## src/rtl/vga_timing_pkg.sv

```systemverilog
// vga_timing_pkg
//   Shared definitions for the VGA raster timing block:
//   - default 640x480@60 timing constants (pixels / lines)
//   - sync polarity constants
//   - timing_total(): sums active + porches + sync into a line/frame total
package vga_timing_pkg;

  localparam int H_ACTIVE = 640;
  localparam int H_FRONT  = 16;
  localparam int H_SYNC   = 96;
  localparam int H_BACK   = 48;

  localparam int V_ACTIVE = 480;
  localparam int V_FRONT  = 10;
  localparam int V_SYNC   = 2;
  localparam int V_BACK   = 33;

  localparam logic SYNC_ACTIVE_LOW  = 1'b0;
  localparam logic SYNC_ACTIVE_HIGH = 1'b1;

  // Total period of one axis (pixels per line or lines per frame).
  function automatic int timing_total(input int active, input int front,
                                      input int sync, input int back);
    return active + front + sync + back;
  endfunction

endpackage

```

## src/rtl/vga_timing_gen_pixel_clk_en.sv

```systemverilog
// pixel_clk_en
//   Divides clk into a one-clk-wide enable strobe every N clocks.
//   The first strobe appears in the first clk cycle after rst is released;
//   with N = 1 the strobe is permanently high out of reset.
// Ports:
//   clk    in   system clock
//   rst    in   asynchronous active-high reset
//   pix_en out  registered pixel-rate strobe
module pixel_clk_en #(
  parameter int N = 2
) (
  input  logic clk,
  input  logic rst,
  output logic pix_en
);

  localparam int CW = (N > 1) ? $clog2(N) : 1;
  localparam logic [CW-1:0] LAST = CW'(N - 1);

  logic [CW-1:0] div_cnt_reg;
  logic [CW-1:0] div_cnt_next;

  always_comb begin
    div_cnt_next = (div_cnt_reg == LAST) ? '0 : div_cnt_reg + CW'(1);
  end

  // Counter parks on LAST during reset so the very first edge after
  // release rolls it to zero and raises the strobe.
  always_ff @(posedge clk or posedge rst) begin
    if (rst) begin
      div_cnt_reg <= LAST;
      pix_en      <= 1'b0;
    end else begin
      div_cnt_reg <= div_cnt_next;
      pix_en      <= (div_cnt_next == '0);
    end
  end

endmodule

```

## src/rtl/vga_timing_gen.sv

```systemverilog
// vga_timing_gen
//   VGA raster timing generator: pixel strobe, hsync/vsync, display_on,
//   active-area x/y, line/frame start pulses and a frame counter.
// Ports:
//   clk          in   system clock
//   rst          in   asynchronous active-high reset
//   pix_en       out  one-clk strobe at pixel rate
//   hsync        out  horizontal sync, active level hsync_pol
//   vsync        out  vertical sync, active level vsync_pol
//   display_on   out  presented position lies in the active area
//   x, y         out  active-area coordinates, 0 while blanking
//   line_start   out  one-clk pulse when column 0 is first presented
//   frame_start  out  one-clk pulse when (0,0) is first presented
//   frame_cnt    out  index of the current frame (wraps)
module vga_timing_gen
  import vga_timing_pkg::*;
#(
  parameter int   clk_mhz   = 50,
  parameter int   pixel_mhz = 25,
  parameter int   h_active  = H_ACTIVE,
  parameter int   h_front   = H_FRONT,
  parameter int   h_sync    = H_SYNC,
  parameter int   h_back    = H_BACK,
  parameter int   v_active  = V_ACTIVE,
  parameter int   v_front   = V_FRONT,
  parameter int   v_sync    = V_SYNC,
  parameter int   v_back    = V_BACK,
  parameter logic hsync_pol = SYNC_ACTIVE_LOW,
  parameter logic vsync_pol = SYNC_ACTIVE_LOW,
  parameter int   w_x       = $clog2(h_active),
  parameter int   w_y       = $clog2(v_active),
  parameter int   w_frame   = 16
) (
  input  logic               clk,
  input  logic               rst,
  output logic               pix_en,
  output logic               hsync,
  output logic               vsync,
  output logic               display_on,
  output logic [w_x-1:0]     x,
  output logic [w_y-1:0]     y,
  output logic               line_start,
  output logic               frame_start,
  output logic [w_frame-1:0] frame_cnt
);

  localparam int N       = clk_mhz / pixel_mhz;
  localparam int H_TOTAL = timing_total(h_active, h_front, h_sync, h_back);
  localparam int V_TOTAL = timing_total(v_active, v_front, v_sync, v_back);
  localparam int HW      = $clog2(H_TOTAL);
  localparam int VW      = $clog2(V_TOTAL);

  // All decode thresholds live at counter width so that x/y truncation
  // never affects the comparisons.
  localparam logic [HW-1:0] H_LAST     = HW'(H_TOTAL - 1);
  localparam logic [HW-1:0] H_ACT_END  = HW'(h_active);
  localparam logic [HW-1:0] HS_START   = HW'(h_active + h_front);
  localparam logic [HW-1:0] HS_END     = HW'(h_active + h_front + h_sync);
  localparam logic [VW-1:0] V_LAST     = VW'(V_TOTAL - 1);
  localparam logic [VW-1:0] V_ACT_END  = VW'(v_active);
  localparam logic [VW-1:0] VS_START   = VW'(v_active + v_front);
  localparam logic [VW-1:0] VS_END     = VW'(v_active + v_front + v_sync);

  generate
    if (clk_mhz % pixel_mhz != 0) begin : g_bad_ratio
      $error("vga_timing_gen: clk_mhz must be an integer multiple of pixel_mhz");
    end
  endgenerate

  pixel_clk_en #(
    .N (N)
  ) u_pixel_clk_en (
    .clk    (clk),
    .rst    (rst),
    .pix_en (pix_en)
  );

  logic [HW-1:0] h_cnt_reg, h_next;
  logic [VW-1:0] v_cnt_reg, v_next;
  logic          de_next, hs_act, vs_act, line_next, frame_next;

  always_comb begin
    h_next = h_cnt_reg;
    v_next = v_cnt_reg;
    if (pix_en) begin
      if (h_cnt_reg == H_LAST) begin
        h_next = '0;
        v_next = (v_cnt_reg == V_LAST) ? '0 : v_cnt_reg + VW'(1);
      end else begin
        h_next = h_cnt_reg + HW'(1);
      end
    end
  end

  // Decode from the next position so every registered output describes
  // the same pixel as the counters after this edge.
  always_comb begin
    de_next    = (h_next < H_ACT_END) && (v_next < V_ACT_END);
    hs_act     = (h_next >= HS_START) && (h_next < HS_END);
    vs_act     = (v_next >= VS_START) && (v_next < VS_END);
    // Qualifying with pix_en limits the pulse to the first clk of the pixel.
    line_next  = pix_en && (h_next == '0);
    frame_next = line_next && (v_next == '0);
  end

  // Counters rest at the last position of the frame so the first advance
  // after release presents (0,0) together with frame_start.
  always_ff @(posedge clk or posedge rst) begin
    if (rst) begin
      h_cnt_reg   <= H_LAST;
      v_cnt_reg   <= V_LAST;
      hsync       <= ~hsync_pol;
      vsync       <= ~vsync_pol;
      display_on  <= 1'b0;
      x           <= '0;
      y           <= '0;
      line_start  <= 1'b0;
      frame_start <= 1'b0;
      frame_cnt   <= '1;
    end else begin
      h_cnt_reg   <= h_next;
      v_cnt_reg   <= v_next;
      hsync       <= hs_act ? hsync_pol : ~hsync_pol;
      vsync       <= vs_act ? vsync_pol : ~vsync_pol;
      display_on  <= de_next;
      x           <= de_next ? w_x'(h_next) : '0;
      y           <= de_next ? w_y'(v_next) : '0;
      line_start  <= line_next;
      frame_start <= frame_next;
      if (frame_next) begin
        frame_cnt <= frame_cnt + w_frame'(1);
      end
    end
  end

endmodule

```

## config.mk

```make
export PLATFORM = sky130hd
export DESIGN_NAME = vga_timing_gen
export DESIGN_NICKNAME = d
export VERILOG_FILES = /design/src/rtl/vga_timing_pkg.sv /design/src/rtl/vga_timing_gen_pixel_clk_en.sv /design/src/rtl/vga_timing_gen.sv
export SDC_FILE = /design/constraint.sdc
export NUM_CORES = 1
export LEC_CHECK = 0
export CORE_MARGIN = 5
export CORE_UTILIZATION = 58
export CTS_CLUSTER_DIAMETER = 50
export CTS_CLUSTER_SIZE = 20
export DETAILED_ROUTE_END_ITERATION = 10
export PLACE_DENSITY = 0.93
export SKIP_CTS_REPAIR_TIMING = 1
export SKIP_LAST_GASP = 1
export SYNTH_ARGS = -nofsm -noshare
export SYNTH_HDL_FRONTEND = slang
export SYNTH_HIERARCHICAL = 1
export SYNTH_SLANG_ARGS = --single-unit
```

## constraint.sdc

```tcl
create_clock -name clk -period 6.1 [get_ports clk]
set_input_delay 0.915 -clock clk [delete_from_list [all_inputs] [get_ports clk]]
set_output_delay 0.915 -clock clk [all_outputs]
set_load 0.05 [all_outputs]
```

==> summary.md, run 1 <==
| Metric | Value |
|---|---|
| Status | `finished, final reports clean` |
| Peak VDD IR | `217.9 µV` |
| CP Max Fanout | `17` |
| Worst Skew | `0.01005 ns` |
| I/O Buffers | `42` |
| Synth Net Count | `300` |
| CP Launch Type | `register` |
| Flops & latches, synth | `62` |
| Max reg flops | `16` |
| Fin area | `3710 µm²` |
| Synth Instances | `294` |
| Site row count | `26` |
| Core Area | `5107 µm²` |
| Hold Violations, Final | `0` |
| Area Growth Syn to Fin | `21.42%` |
| Post-route setup slack | `2.340 ns` |
| Critical Path AT | `4.02 ns` |
| R2R setup slack | `2.34 ns` |
| Reg area | `1588 µm²` |
| Layout cell share with drive strength beyond 1 | `0.1899` |
| Max-slew violations | `0` |
| Setup_tns | `0 ns` |
| Die area | `6819 µm²` |
| Number of synthesized flops with an enable pin | `0` |
| CTS root buf | `clkbuf_8` |
| Period minus WS final | `3.760 ns` |
| Clock latency on the worst-skew pair | `0.33 ns` |
| Number of routed nets with antenna violations | `0` |
| IO Pins | `43` |
| Slowest-stage cell, CP | `or4_4` |
| Multi-input logic area | `1279 µm²` |
| GP Congestion | `0.9357` |
| CTS tree | `built` |
| Slew margin rel. | `0.5115` |
| Post-DP HPWL | `4593 µm` |
| WP depth | `8` |
| Antenna fix cells | `0` |
| RSZ-0062 raised after global routing | `no` |
| CP Class | `reg2reg` |
| Most common cell after layout, fill and taps aside | `clkdlybuf4s50_1` |
| Crit Reg-Reg Startpoint | `h_cnt_reg[0]` |
| Bufs on Longest Clock Path | `2` |
| Post-synth ARST share | `1.000` |
| CP top delay family | `simple AND/OR/NAND/NOR gates` |
| Final setup viols | `0` |
| Average size of a mapped cell | `10.39 µm²` |
| Drt pass-1 iters | `5` |
| Ys Warns | `6` |
| Die extent in y | `82.58 µm` |
| Worst hold slack | `0.4089 ns` |
| Total track usage | `0.2166` |
| Post-synthesis sequential area ratio | `0.5197` |
| Netlist cell types | `57` |
| Post-place setup slack | `2.364 ns` |
| Cell leakage power | `1.614 nW` |
| Wire per inst | `16.18 µm` |
| Setup crit end kind | `register` |
| Max-cap violations | `0` |
| First-pass GRT wire length | `11020 µm` |
| Final instance count without filler cells | `407` |
| Most frequent cells in the layout | `42 x clkdlybuf4s50_1, 33 x dfrtp_1, 29 x dfstp_2` |
| Most frequently used flop master after synthesis | `dfrtp_1` |
| FF-to-FF path depth | `8` |
| Vias per cell | `5.654` |
| Pwr/cell area | `225.0 nW/µm²` |
| Worst Setup SP | `h_cnt_reg[0]` |
| CP Cell Sequence | `ha_1, and4_1, and3_1, nor2_1, a2111o_1, or4_4, nor4_1, xor2_1` |
| Largest Register | `frame_cnt` |
| Termination of the worst setup path | `frame_cnt[15]` |
| Slew at the pin with the worst max-slew slack | `0.7328 ns` |
| Largest net degree at the start of global routing | `61` |
| Vias post-DR | `2301` |
| Initial antenna violation count | `0` |
| Nets | `338` |
| Post-DP Area | `3476 µm²` |
| Hold Crit Class | `reg2reg` |
| Placed Cells incl. Taps | `391` |
| GRT overflow | `0` |
| Die Wd | `82.58 µm` |
| Starting DRC count in detailed routing | `303` |
| Initial Util | `0.5982` |
| Crit path required time | `6.36 ns` |
| Drt drc | `0` |
| CTS Buf Count | `9` |
| CP peak stage delay | `0.68 ns` |
| Htree depth | `3` |
| Period utilisation layout | `0.6165` |
| FILL cells | `379` |
| Synthesized area | `3055 µm²` |
| RR Endpoint | `frame_cnt[15]` |
| Number of global-route vias before repair | `2294` |
| Worst path buffer plus inverter count | `0` |
| CTS clk-pin slew, worst paths | `0.07 ns` |
| # clock sinks | `62` |
| Total Wirelength | `6584 µm` |
| Fmax achieved | `265.9 MHz` |
[power breakdown]
group	leakage, nW	total (mW)	switching, mW	internal, mW
registers	0.746	0.412	0	0.412
logic	0.748	0.00861	0.00752	0.00109
clock network	0.120	0.414	0.151	0.263
total	1.61	0.835	0.158	0.676
[worst min-delay path by stage]
stage / from / end / slack [ns] / cells after the start
3_5_place_dp: u_pixel_clk_en/div_cnt_reg / u_pixel_clk_en/pix_en / 0.40 / 0
4_1_cts: u_pixel_clk_en/div_cnt_reg / u_pixel_clk_en/pix_en / 0.41 / 0
5_1_grt: u_pixel_clk_en/div_cnt_reg / u_pixel_clk_en/pix_en / 0.42 / 0
3_3_place_gp: u_pixel_clk_en/div_cnt_reg / u_pixel_clk_en/pix_en / 0.39 / 0
2_1_floorplan: u_pixel_clk_en/div_cnt_reg / u_pixel_clk_en/pix_en / 0.39 / 0
6_report: u_pixel_clk_en/div_cnt_reg / u_pixel_clk_en/pix_en / 0.41 / 0
[logic make-up (layout without fill, tap and decap cells)]
logic type                 count (synthesis)  after routing  share of synthesized area
and+or+nand+nor                          124            124                     0.2293
adders and majority gates                  4              4                    0.01638
xor gates and xnor gates                  28             28                    0.08026
buffers and inverters                     41             84                    0.06183
muxes                                      2              2                   0.008189
AOI/OAI and AO/OA                         33             33                    0.08436
DFF                                       62             62                     0.5197
[routing by layer]
| metal | track usage | vias to the layer above | share of wire |
|---|---|---|---|
| met5 | 0 | - | 0 |
| met4 | 0.09641 | 0 | 0.021 |
| met2 | 0.3542 | 72 | 0.50 |
| li1 | - | 1088 | - |
| met1 | 0.2686 | 1127 | 0.42 |
| met3 | 0.05857 | 14 | 0.056 |
[Yosys cell counts (all sizes together) (2+ instances only)]
| master | n | area share |
|---|---|---|
| o22ai | 2 | 0.0041 |
| nand4 | 7 | 0.016 |
| nor2b | 7 | 0.014 |
| inv | 25 | 0.031 |
| nor2 | 26 | 0.033 |
| buf | 10 | 0.023 |
| nor4 | 7 | 0.016 |
| nor3 | 22 | 0.048 |
| o31ai | 2 | 0.0049 |
| o21ai | 7 | 0.011 |
| dfstp | 29 | 0.25 |
| nand3 | 14 | 0.025 |
| ha | 4 | 0.016 |
| xor2 | 12 | 0.034 |
| nor3b | 2 | 0.0049 |
| clkbuf | 6 | 0.0078 |
| a21oi | 6 | 0.0098 |
| dfrtp | 33 | 0.27 |
| and3 | 6 | 0.012 |
| nor4b | 2 | 0.0057 |
| a2111o | 2 | 0.0074 |
| nand2 | 21 | 0.027 |
| a211oi | 2 | 0.0049 |
| or3 | 2 | 0.0041 |
| xnor2 | 16 | 0.046 |
[cell type report]
type                       instances  area share
clock buffer                      13     0.04553
clock inverter                     3     0.01754
inverter                          25     0.02530
multi-input combinational        191      0.3447
sequential                        62      0.4280
tap                               70     0.02361
timing repair buffer              43      0.1153
[worst reg2reg max path, delay by kind of cell (launching register included)]
family	cells	cell delay (ns)
fa+ha+maj	1	0.25
flops	1	0.57
compound gates	1	0.40
xor+xnor	1	0.20
simple gates	5	2.27
[per-stage QoR]
stage	utilization	total power, mW
after global placement	0.6805	0.4279
after floorplan	-	0.4249
after global routing	0.7264	0.8669
final	0.7264	0.8348
after detailed placement	0.6805	0.4283
after CTS	0.7264	0.8434
Power figures use the tool's default switching activity.
==> inputs of run 2 (changes only) <==
--- a/config.mk
+++ b/config.mk
@@ -6,11 +6,11 @@
 export NUM_CORES = 1
 export LEC_CHECK = 0
 export CORE_MARGIN = 5
-export CORE_UTILIZATION = 58
+export CORE_UTILIZATION = 54
 export CTS_CLUSTER_DIAMETER = 50
 export CTS_CLUSTER_SIZE = 20
 export DETAILED_ROUTE_END_ITERATION = 10
-export PLACE_DENSITY = 0.93
+export PLACE_DENSITY = 0.88
 export SKIP_CTS_REPAIR_TIMING = 1
 export SKIP_LAST_GASP = 1
 export SYNTH_ARGS = -nofsm -noshare
==> constraint.sdc (replaced) <==
create_clock -name clk -period 3.9 [get_ports clk]
set_input_delay 0.585 -clock clk [delete_from_list [all_inputs] [get_ports clk]]
set_output_delay 0.585 -clock clk [all_outputs]
set_load 0.05 [all_outputs]
==> summary.md, run 2 (synthesis gave the netlist of run 1 again) <==
| Metric | Value |
|---|---|
| Pwr/cell area | `343.9 nW/µm² (was 225.0 nW/µm²)` |
| Site row count | `27 (was 26)` |
| Htree depth | `3 (unchanged)` |
| Multi-input logic area | `1279 µm² (unchanged)` |
| CTS Buf Count | `9 (unchanged)` |
| IO Pins | `43 (unchanged)` |
| Drt drc | `0 (unchanged)` |
| I/O Buffers | `42 (unchanged)` |
| CP Launch Type | `register (unchanged)` |
| Most common cell after layout, fill and taps aside | `clkdlybuf4s50_1 (unchanged)` |
| Final core utilization | `0.6810 (was 0.7264)` |
| Number of global-route vias before repair | `2327 (was 2294)` |
| Layout cell share with drive strength beyond 1 | `0.2023 (was 0.1899)` |
| Total track usage | `0.1993 (was 0.2166)` |
| Initial Util | `0.5549 (was 0.5982)` |
| GRT overflow | `0 (unchanged)` |
| Largest net degree at the start of global routing | `53 (was 61)` |
| CP Max Fanout | `16 (was 17)` |
| Reg area | `1588 µm² (unchanged)` |
| Max-slew violations | `0 (unchanged)` |
| Period utilisation layout | `0.8861 (was 0.6165)` |
| Hold Violations, Final | `0 (unchanged)` |
| Most frequent cells in the layout | `42 x clkdlybuf4s50_1, 33 x dfrtp_1, 29 x dfstp_2 (unchanged)` |
| Hold Crit Class | `reg2reg (unchanged)` |
| Peak VDD IR | `257.2 µV (was 217.9 µV)` |
| Period minus WS final | `3.456 ns (was 3.760 ns)` |
| Drt pass-1 iters | `5 (unchanged)` |
| Initial antenna violation count | `0 (unchanged)` |
| Slew at the pin with the worst max-slew slack | `1.042 ns (was 0.7328 ns)` |
| CP Class | `reg2reg (unchanged)` |
| Setup crit end kind | `register (unchanged)` |
| Nets | `342 (was 338)` |
| Vias per cell | `5.678 (was 5.654)` |
| Fmax achieved | `289.4 MHz (was 265.9 MHz)` |
| Clock latency on the worst-skew pair | `0.34 ns (was 0.33 ns)` |
| Slew margin rel. | `0.3042 (was 0.5115)` |
| Core Area | `5507 µm² (was 5107 µm²)` |
| Crit path required time | `4.17 ns (was 6.36 ns)` |
| CTS root buf | `clkbuf_8 (unchanged)` |
| Worst Skew | `0.005745 ns (was 0.01005 ns)` |
| Post-DP HPWL | `4769 µm (was 4593 µm)` |
| Die Wd | `85.22 µm (was 82.58 µm)` |
| Die extent in y | `85.22 µm (was 82.58 µm)` |
| Starting DRC count in detailed routing | `167 (was 303)` |
| Final setup viols | `0 (unchanged)` |
| GP Congestion | `0.9342 (was 0.9357)` |
| Antenna fix cells | `0 (unchanged)` |
| Max reg flops | `16 (unchanged)` |
| CTS tree | `built (unchanged)` |
| Pwr Total | `1.290 mW (was 0.8348 mW)` |
| Number of routed nets with antenna violations | `0 (unchanged)` |
| Area Growth Syn to Fin | `22.73% (was 21.42%)` |
| Setup_tns | `0 ns (unchanged)` |
| RSZ-0062 raised after global routing | `no (unchanged)` |
| Critical Path AT | `3.72 ns (was 4.02 ns)` |
| Max-cap violations | `0 (unchanged)` |
| # clock sinks | `62 (unchanged)` |
| Die area | `7262 µm² (was 6819 µm²)` |
| Largest Register | `frame_cnt (unchanged)` |
| Cell leakage power | `1.631 nW (was 1.614 nW)` |
| Status | `finished, final reports clean (unchanged)` |
| CTS clk-pin slew, worst paths | `0.07 ns (about the same)` |
| Vias post-DR | `2345 (was 2301)` |
| First-pass GRT wire length | `11430 µm (was 11020 µm)` |
| Wire per inst | `16.29 µm (was 16.18 µm)` |
| Bufs on Longest Clock Path | `2 (unchanged)` |
| Total Wirelength | `6727 µm (was 6584 µm)` |
| FILL cells | `411 (was 379)` |
==> run 2: changes by cell type in the layout (fill, tap and decap cells not counted) <==
cell | before | now
clkinvlp_4 | 0 | 2
clkbuf_8 | 12 | 11
bufinv_16 | 2 | 0
clkbuf_16 | 0 | 3
clkbuf_1 | 1 | 0
buf_4 | 1 | 5
clkinv_2 | 1 | 0
==> run 2: power by group <==
group / internal, mW / leakage (nW) / switching (mW)
clock: 0.382 / 0.116 / 0.250
combinational: 0.00169 / 0.769 / 0.0120
sequential: 0.645 / 0.746 / 0
==> run 2: final timing paths <==
kind                                             from                    end  slack, ns  cells past startpoint
max                                      h_cnt_reg[1]          frame_cnt[15]       0.44                      9
min                        u_pixel_clk_en/div_cnt_reg  u_pixel_clk_en/pix_en       0.40                      0
max reg2reg                              h_cnt_reg[1]          frame_cnt[15]       0.44                      9
min reg2reg                u_pixel_clk_en/div_cnt_reg  u_pixel_clk_en/pix_en       0.40                      0
max in group asynchronous                         rst           frame_cnt[9]       2.24                      3
min in group asynchronous                         rst  u_pixel_clk_en/pix_en       0.44                      2
==> run 2: per-stage QoR <==
step | cell area [µm²] | hold slack (ns) | setup WS (ns) | cells
final | 3750 | 0.4044 | 0.4442 | 413
after global routing | 3750 | 0.4181 | 0.2551 | 413
after CTS | 3750 | 0.4053 | 0.4345 | 413
after detailed placement | 3508 | 0.3922 | 0.4662 | 397
after global placement | 3508 | 0.3926 | 0.6409 | 397
after floorplan | 3055 | 0.3255 | 0.8310 | 294
==> run 2: per-layer routing <==
metal,vias up,part of all wire,global-route usage
met5,-,0,0
met4,0,0.0059,0.05468
met3,4,0.057,0.05922
met2,71,0.52,0.3277
met1,1181,0.42,0.2567
li1,1089,-,-
==> run 2: layout make-up <==
type | instances | area share
well taps | 72 | 0.02402
clock inverters | 2 | 0.004004
clock buffers | 14 | 0.06039
flip-flops and latches | 62 | 0.4234
inverters | 25 | 0.02503
multi-input cells | 191 | 0.3410
repair buffers | 47 | 0.1221
==> run 2: critical path: stages (launching register included) <==
cell,delay (ns)
dfstp_2,0.57
ha_1,0.26
and4_1,0.42
a21boi_1,0.17
o221ai_4,0.24
nand2_1,0.13
a2111o_1,0.43
or4_4,0.68
nor4_1,0.29
xor2_1,0.19
==> inputs of run 3 (changes only) <==
--- a/config.mk
+++ b/config.mk
@@ -8,7 +8,7 @@
 export CORE_MARGIN = 5
 export CORE_UTILIZATION = 54
 export CTS_CLUSTER_DIAMETER = 50
-export CTS_CLUSTER_SIZE = 20
+export CTS_CLUSTER_SIZE = 30
 export DETAILED_ROUTE_END_ITERATION = 10
 export PLACE_DENSITY = 0.88
 export SKIP_CTS_REPAIR_TIMING = 1
==> results of run 3 <==
The final DEF is identical to that of run 2; final timing and power are the same.
